File: config.mk
export PLATFORM = sky130hd
export DESIGN_NAME = des_round_ctrl
export DESIGN_NICKNAME = d
export VERILOG_FILES = /design/src/rtl/des_pkg.sv /design/src/rtl/des_key_sched_lut.sv /design/src/rtl/des_round_ctrl.sv
export SDC_FILE = /design/constraint.sdc
export NUM_CORES = 1
export LEC_CHECK = 0
export CELL_PAD_IN_SITES_DETAIL_PLACEMENT = 1
export CELL_PAD_IN_SITES_GLOBAL_PLACEMENT = 2
export CORE_MARGIN = 3
export CORE_UTILIZATION = 24
export CTS_CLUSTER_SIZE = 14
export DETAILED_ROUTE_END_ITERATION = 16
export PLACE_DENSITY = 0.76
export SETUP_SLACK_MARGIN = 0.02
export SYNTH_ARGS = -nofsm -noshare
export SYNTH_HDL_FRONTEND = slang
export SYNTH_SLANG_ARGS = --single-unit
File: constraint.sdc
create_clock -name i_clk -period 2.3 [get_ports i_clk]
set_clock_uncertainty 0.2 [all_clocks]
set_input_delay 0.46 -clock i_clk [delete_from_list [all_inputs] [get_ports i_clk]]
set_output_delay 0.46 -clock i_clk [all_outputs]
set_load 0.02 [all_outputs]
File: src/rtl/des_pkg.sv
// Shared types and constants for the iterative DES round sequencer and its
// key-schedule lookup.
package des_pkg;

  localparam int DES_ROUNDS = 16;

  typedef enum logic [1:0] {
    IDLE  = 2'd0,
    LOAD  = 2'd1,
    ROUND = 2'd2,
    OUT   = 2'd3
  } state_t;

  typedef enum logic [1:0] {
    SHIFT_0 = 2'b00,
    SHIFT_1 = 2'b01,
    SHIFT_2 = 2'b10
  } shift_t;

  // Bit n set = round n rotates by one (every other round rotates by two,
  // except the decrypt zero-shift round).
  localparam logic [15:0] ENC_ONE_MASK  = 16'h8103;
  localparam logic [15:0] DEC_ONE_MASK  = 16'h8102;
  localparam logic [15:0] DEC_ZERO_MASK = 16'h0001;

  // Datapath strobes decoded from the sequencer state.
  typedef struct packed {
    logic load;
    logic round_en;
    logic fin;
    logic out_valid;
  } dp_ctrl_t;

endpackage

File: src/rtl/des_key_sched_lut.sv
// C/D rotate amount per round for encrypt (left) and decrypt (right).
module des_key_sched_lut
  import des_pkg::*;
(
  input  logic       i_decrypt,
  input  logic [3:0] i_idx,
  input  logic       i_en,
  output logic [1:0] o_key_shift
);

  logic [15:0] one_mask;

  assign one_mask = i_decrypt ? DEC_ONE_MASK : ENC_ONE_MASK;

  always_comb begin
    o_key_shift = SHIFT_0;
    if (i_en) begin
      if (i_decrypt && DEC_ZERO_MASK[i_idx]) o_key_shift = SHIFT_0;
      else if (one_mask[i_idx])              o_key_shift = SHIFT_1;
      else                                   o_key_shift = SHIFT_2;
    end
  end

endmodule

File: src/rtl/des_round_ctrl.sv
// Iterative DES round sequencer: load, 16 rounds, output handshake. Every
// output is a decode of registered state, so no input reaches an output.
module des_round_ctrl
  import des_pkg::*;
(
  input  logic       i_clk,
  input  logic       i_rst_n,
  input  logic       i_start_valid,
  output logic       o_start_ready,
  input  logic       i_decrypt,
  output logic       o_load,
  output logic       o_round_en,
  output logic [3:0] o_round_idx,
  output logic [1:0] o_key_shift,
  output logic       o_key_dir,
  output logic       o_final,
  output logic       o_out_valid,
  input  logic       i_out_ready,
  output logic       o_busy
);

  state_t     state, state_nxt;
  logic [3:0] cnt, cnt_nxt;
  logic       mode, mode_nxt;
  dp_ctrl_t   ctrl;

  always_ff @(posedge i_clk or negedge i_rst_n) begin
    if (!i_rst_n) begin
      state <= IDLE;
      cnt   <= 4'd0;
      mode  <= 1'b0;
    end else begin
      state <= state_nxt;
      cnt   <= cnt_nxt;
      mode  <= mode_nxt;
    end
  end

  always_comb begin
    state_nxt = state;
    cnt_nxt   = cnt;
    mode_nxt  = mode;
    case (state)
      IDLE: if (i_start_valid) begin
        mode_nxt  = i_decrypt;
        state_nxt = LOAD;
      end
      LOAD: begin
        cnt_nxt   = 4'd0;
        state_nxt = ROUND;
      end
      ROUND: begin
        // 4-bit counter wraps 15 -> 0 on the way out.
        cnt_nxt = cnt + 4'd1;
        if (cnt == 4'(DES_ROUNDS - 1)) state_nxt = OUT;
      end
      OUT: if (i_out_ready) state_nxt = IDLE;
      default: state_nxt = IDLE;
    endcase
  end

  always_comb begin
    ctrl           = '0;
    ctrl.load      = (state == LOAD);
    ctrl.round_en  = (state == ROUND);
    ctrl.fin       = (state == ROUND) && (cnt == 4'(DES_ROUNDS - 1));
    ctrl.out_valid = (state == OUT);
  end

  assign o_start_ready = (state == IDLE);
  assign o_busy        = (state != IDLE);
  assign o_load        = ctrl.load;
  assign o_round_en    = ctrl.round_en;
  assign o_final       = ctrl.fin;
  assign o_out_valid   = ctrl.out_valid;
  assign o_round_idx   = ctrl.round_en ? cnt : 4'd0;
  assign o_key_dir     = mode;

  des_key_sched_lut u_lut (
    .i_decrypt  (mode),
    .i_idx      (cnt),
    .i_en       (ctrl.round_en),
    .o_key_shift(o_key_shift)
  );

endmodule

==> results.md, run 1 <==
* Status: complete, no violations
* DRC at 0
* Syn nets at 69
* IO Pins at 18
* Commonest non-fill, non-tap cells in the layout: inv_1, buf_4
* Peak supply drop at 0.494 mV
* Proportion of synthesized chip area in sequential cells at 33.7%
* Synth cell types at 23
* CORE AREA at 2000 µm²
* CTS Buffer Depth at 2
* Routability congestion estimate at 0.731
* CP max FO at 6
* Max-Cap Viols at 0
* Chip Width at 52.5 µm
* Worst-Margin Slew at 0.496 ns
* Kind of critical path: flip-flop to output port
* Slew margin rel. at 66.9%
* # Post-CTS Setup Buffers at 0
* First-pass DRT Iterations at 5
* Int Power at 0.000515 W
* Synth Cell Area at 519 µm²
* Area leader, netlist: dfrtp_1
* Die footprint at 2760 µm²
* Clk network pwr share at 11.5%
* Max Fclk at 0.457 GHz
* First-pass GRT wire length at 2080 µm
* Port bufs at 17
* Most common cell after layout, fill and taps aside: inv_1
* Detailed placement HPWL at 1100 µm
* Post-DP Area at 768 µm²
* Worst Path Required at 1.64 ns
* CTS Sinks at 7
* Placed cell count at 106
* CTS root buf: clkbuf_4
* Gate power share at 66.8%
* Worst reg2reg setup slack at 0.49 ns
* Pwr dens at 1200 nW/µm²
* Largest net degree at the start of global routing at 8
* Chip Height at 52.5 µm
* Area Overhead vs Synth at 51.6%
* Post-route clock period utilization at 95.2%
* Final Hold Vio Count at 0
* Final Routed Wirelength at 1300 µm
* Worst setup EP type: output port
* DR iter-0 viols at 4
* Antenna violations before repair at 0
* Seq pwr share at 21.7%
* CTS tree: done
* Fin util at 39.3%
* Number of warnings issued by yosys at 0
* Fin area at 787 µm²
* Vias per std cell at 4.43
* Vias at 487
* Worst r2r path cells at 5
* Hold Slack at 0.273 ns
* Syn Inst Count at 57
* GRT Overall Usage at 10.8%
* Leakage at 0.413 nW
* Share of the synthesized area in the top cell type at 33.7%
* Setup violators final at 0
* Total power at 0.000942 W
* Gr ovfl total at 0
* Row count at 16
* Reg2Reg Launch Point: state[0]
* Synth area leaders: dfrtp_1, ha_1, mux2i_1
* CTS Buf Count at 3
* Synth Register Bits at 7
* Fin nets at 96
* Fill count at 241
* Hold Path Class: primary input to asynchronous set/reset pin
* Switch share at 45.3%
* Antenna diodes at 0
* Layout cell share with drive strength beyond 1 at 21.7%
* Final Slew Violations at 0
* Initial core utilization at 25.9%
* Remaining antenna violation count at 0
* FF-to-FF End: state[1]
* RSZ-0062 raised after global routing: false
* Clk slew on worst S/H paths at 0.05 ns
* H-tree levels at 1
* Vias in the first global route at 477
* Mean Syn Cell Area at 9.11 µm²
* Worst-Skew Late Latency at 0.25 ns
* Net Switching at 0.000427 W
* Minimum clock period at 2.19 ns
* Crit start category: flip-flop
* Finished Layout Cells at 110
* Critical Path AT at 1.53 ns
* Routed length per instance at 11.8 µm
-- sequential cells by signal (all words and copies together), names as in the netlist --
name       flops
o_key_dir      1
cnt            4
state          2
-- cell families (layout without fill, tap and decap cells) --
kind of cell	Yosys count	count (layout)	synth area share, %
muxes	4	4	7.95
and+or+nand+nor	20	20	20.5
DFF	7	7	33.7
adders and majority gates	7	7	16.9
buffers and inverters	10	36	7.95
AOI/OAI and AO/OA	9	9	13.0
-- per-layer routing --
layer  share of wire [%]  track usage, %  vias up
li1                    -               -      243
met3                 6.4            5.70        4
met1                  45            11.5      229
met4                 1.6            5.11        0
met2                  47            17.4       11
met5                   0               0        -
-- metrics by stage --
| stage | worst slack [ns] | TNS (ns) |
|---|---|---|
| floorplan | 0.0812 | 0 |
| global placement | -0.0187 | -0.0187 |
| detailed placement | -0.0586 | -0.0586 |
| CTS | 0.0201 | 0 |
| global route | 0.0165 | 0 |
| finish | 0.110 | 0 |
-- Yosys cell counts --
| master | count |
|---|---|
| a222oi_1 | 1 |
| o21ai_0 | 2 |
| dfrtp_1 | 7 |
| a22o_1 | 1 |
| nand2_1 | 4 |
| a22oi_1 | 1 |
| nor3_1 | 1 |
| clkbuf_1 | 1 |
| a2bb2oi_1 | 1 |
| mux2i_1 | 3 |
| nor2b_1 | 1 |
| mux2_2 | 1 |
| ha_1 | 7 |
| nand3_1 | 4 |
| a21o_1 | 1 |
| a21oi_1 | 1 |
| a221o_1 | 1 |
| and2_1 | 4 |
| nor2_1 | 2 |
| nand2b_1 | 3 |
| inv_1 | 8 |
| and3b_1 | 1 |
| buf_4 | 1 |
-- critical path, cell delays in order (launching register included) --
cell and delay, ns:
dfrtp_1 0.37, inv_1 0.08, ha_2 0.23, and2_2 0.17, nor2b_2 0.12, clkdlybuf4s15_1 0.30
-- worst max-delay path by stage --
stage,startpoint,endpoint,slack (ns)
6_report,state[0],o_final,0.11
5_1_grt,state[0],o_round_idx[1],0.02
3_5_place_dp,cnt[0],o_key_shift[0],-0.06
3_3_place_gp,cnt[0],o_key_shift[0],-0.02
2_1_floorplan,state[0],o_final,0.08
4_1_cts,cnt[0],o_key_shift[1],0.02
-- layout make-up --
type                       count  area, µm²  share of cell area, %
inverter                       8       30.0                   3.82
tap                           27       33.8                   4.29
sequential                     7        176                   22.4
timing repair buffer          24        208                   26.4
clock buffer                   4       26.3                   3.34
multi-input combinational     40        313                   39.7
-- power by group through the flow --
stage                     clock, W  sequential [W]  combinational [W]
final                     0.000108        0.000204           0.000629
after global routing      0.000124        0.000212           0.000702
after CTS                 0.000114        0.000205           0.000642
after detailed placement         0        0.000206           0.000671
after global placement           0        0.000204           0.000656
after floorplan                  0        0.000207           0.000382
-- what timing repair did --
item | CTS | global route
resized for setup | 14 | 8
cloned | 0 | 0
hold buffers | 0 | 0
endpoints found under the setup margin | 10 | 5
No activity file was read; power rests on OpenSTA's default activity.
==> run 2: changes to the inputs <==
--- a/config.mk
+++ b/config.mk
@@ -7,6 +7,7 @@
 export LEC_CHECK = 0
 export CELL_PAD_IN_SITES_DETAIL_PLACEMENT = 1
 export CELL_PAD_IN_SITES_GLOBAL_PLACEMENT = 2
+export CORE_ASPECT_RATIO = 0.75
 export CORE_MARGIN = 3
 export CORE_UTILIZATION = 24
 export CTS_CLUSTER_SIZE = 14
==> results.md, run 2 (synthesis results as in run 1) <==
* Post-route clock period utilization at 95.4% (+0.23 points)
* Chip Width at 59.7 µm (+14%)
* FF-to-FF End: state[1]
* DR iter-0 viols at 13 (+9)
* Row count at 13 (-3)
* Final Slew Violations at 0 (unchanged)
* Crit start category: flip-flop
* IO Pins at 18 (unchanged)
* Most common cell after layout, fill and taps aside: inv_1
* CP max FO at 4 (-2)
* Setup violators final at 0 (unchanged)
* Chip Height at 46.3 µm (-12%)
* Port bufs at 17 (unchanged)
* Max Fclk at 0.456 GHz (-0.24%)
* CTS Sinks at 7 (unchanged)
* Critical Path AT at 1.54 ns (about the same)
* Worst Path Required at 1.64 ns (about the same)
* Antenna diodes at 0 (unchanged)
* Remaining antenna violation count at 0 (unchanged)
* First-pass DRT Iterations at 4 (-1)
* Vias at 472 (-3.1%)
* CORE AREA at 1890 µm² (-5.7%)
* Hold Path Class: primary input to asynchronous set/reset pin
* Cell-by-cell trace of the critical path: inv_1 > ha_1 > clkdlybuf4s50_1
* # Post-CTS Setup Buffers at 0 (unchanged)
* Final Hold Vio Count at 0 (unchanged)
* Detailed placement HPWL at 1110 µm (+1.2%)
* First-pass GRT wire length at 2340 µm (+12%)
* Vias in the first global route at 481 (+0.84%)
* CTS root buf: clkbuf_4
* Post-DP Area at 762 µm² (-0.81%)
* Worst r2r path cells at 6 (+1)
* Worst reg2reg setup slack at 0.40 ns (-0.09 ns)
* Minimum clock period at 2.20 ns (+0.00519 ns)
* Max reg flops at 4 (unchanged)
* Worst setup EP type: output port
* Final Routed Wirelength at 1350 µm (+4.2%)
* Commonest non-fill, non-tap cells in the layout: inv_1, ha_1, buf_4, dfrtp_1, clkdlybuf4s50_1
* Fill count at 239 (-0.83%)
* GRT Overall Usage at 11.8% (+0.98 points)
* Kind of critical path: flip-flop to output port
* Status: complete, no violations
* CTS tree: done
* DRC at 0 (unchanged)
* Die footprint at 2760 µm² (+0.20%)
* Routability congestion estimate at 0.730 (-0.14%)
* Reg2Reg Launch Point: state[0]
* Fin area at 764 µm² (-2.9%)
* Pwr dens at 1250 nW/µm² (+4.4%)
* Worst-Margin Slew at 0.454 ns (-0.0417 ns)
* Slew margin rel. at 69.7% (+2.8 points)
* H-tree levels at 1 (unchanged)
* CTS Buffer Depth at 2 (unchanged)
* Hold Slack at 0.271 ns (-0.00176 ns)
* Fin nets at 96 (unchanged)
* Routed length per instance at 12.9 µm (+9.1%)
* Peak supply drop at 0.612 mV (+24%)
* Max-Cap Viols at 0 (unchanged)
* Worst-Skew Late Latency at 0.26 ns (about the same)
* Leakage at 0.411 nW (-0.51%)
* Critical path's largest stage delay at 0.59 ns (+0.22 ns)
* Area Overhead vs Synth at 47.2%
* Initial core utilization at 27.5% (+1.6 points)
* Largest net degree at the start of global routing at 9 (+1)
* CTS Buf Count at 3 (unchanged)
* Antenna violations before repair at 0 (unchanged)
* Vias per std cell at 4.50 (+1.5%)
* Most flops, register: cnt
* Gr ovfl total at 0 (unchanged)
* Slowest cell on crit path: clkdlybuf4s50_1
* Layout cell share with drive strength beyond 1 at 24.1% (+2.4 points)
* RSZ-0062 raised after global routing: false
* Clk slew on worst S/H paths at 0.06 ns (about the same)
run 2: critical path: cells and delay by family (launching register included):
kind	cells	cell delay, ns
buffers and inverters	2	0.72
flip-flops	1	0.40
adder cells (fa/ha/maj)	1	0.16
run 2: worst max-delay path by stage:
stage | startpoint | to | slack, ns | cells after the start
finish | state[1] | o_load | 0.10 | 3
global placement | cnt[1] | o_key_shift[0] | -0.01 | 6
global route | cnt[0] | o_key_shift[0] | 0.06 | 6
CTS | cnt[1] | o_key_shift[1] | 0.03 | 6
floorplan | state[0] | o_final | 0.08 | 5
detailed placement | cnt[1] | o_key_shift[0] | -0.02 | 6
run 2: layout make-up:
class / instances / area, µm² / share of cell area (%)
clock buffer: 4 / 26.3 / 3.44
inverter: 8 / 30.0 / 3.93
multi-input combinational: 40 / 310 / 40.6
sequential: 7 / 176 / 23.1
tap: 22 / 27.5 / 3.60
timing repair buffer: 24 / 194 / 25.4
run 2: through the flow:
step           std cells  worst slack [ns]  util, %  setup TNS (ns)  power (W)
6_report             105             0.105     40.5               0   0.000955
5_1_grt              105            0.0561     40.5               0    0.00105
4_1_cts              105            0.0322     41.3               0   0.000978
3_5_place_dp         101           -0.0198     40.4         -0.0198   0.000885
3_3_place_gp         101          -0.00972     40.4        -0.00972   0.000884
2_1_floorplan         57            0.0812        -               0   0.000589
run 2: layer usage:
layer | GRT usage [%] | share of wire, %
met5 | 0 | 0
met4 | 2.65 | 0.89
met3 | 6.16 | 7.0
met1 | 16.5 | 52
met2 | 15.7 | 40
run 2: power by group:
part / total (W) / internal (W) / switching (W)
combinational: 0.000636 / 0.000287 / 0.000350
clock: 0.000115 / 0.0000664 / 0.0000486
sequential: 0.000203 / 0.000166 / 0.0000373
total: 0.000955 / 0.000519 / 0.000436
run 2: repair_timing:
item,in CTS,in global routing
gates resized for setup,14,11
setup endpoints to repair,10,6
hold buffers,0,0
hold endpoints to repair,0,0
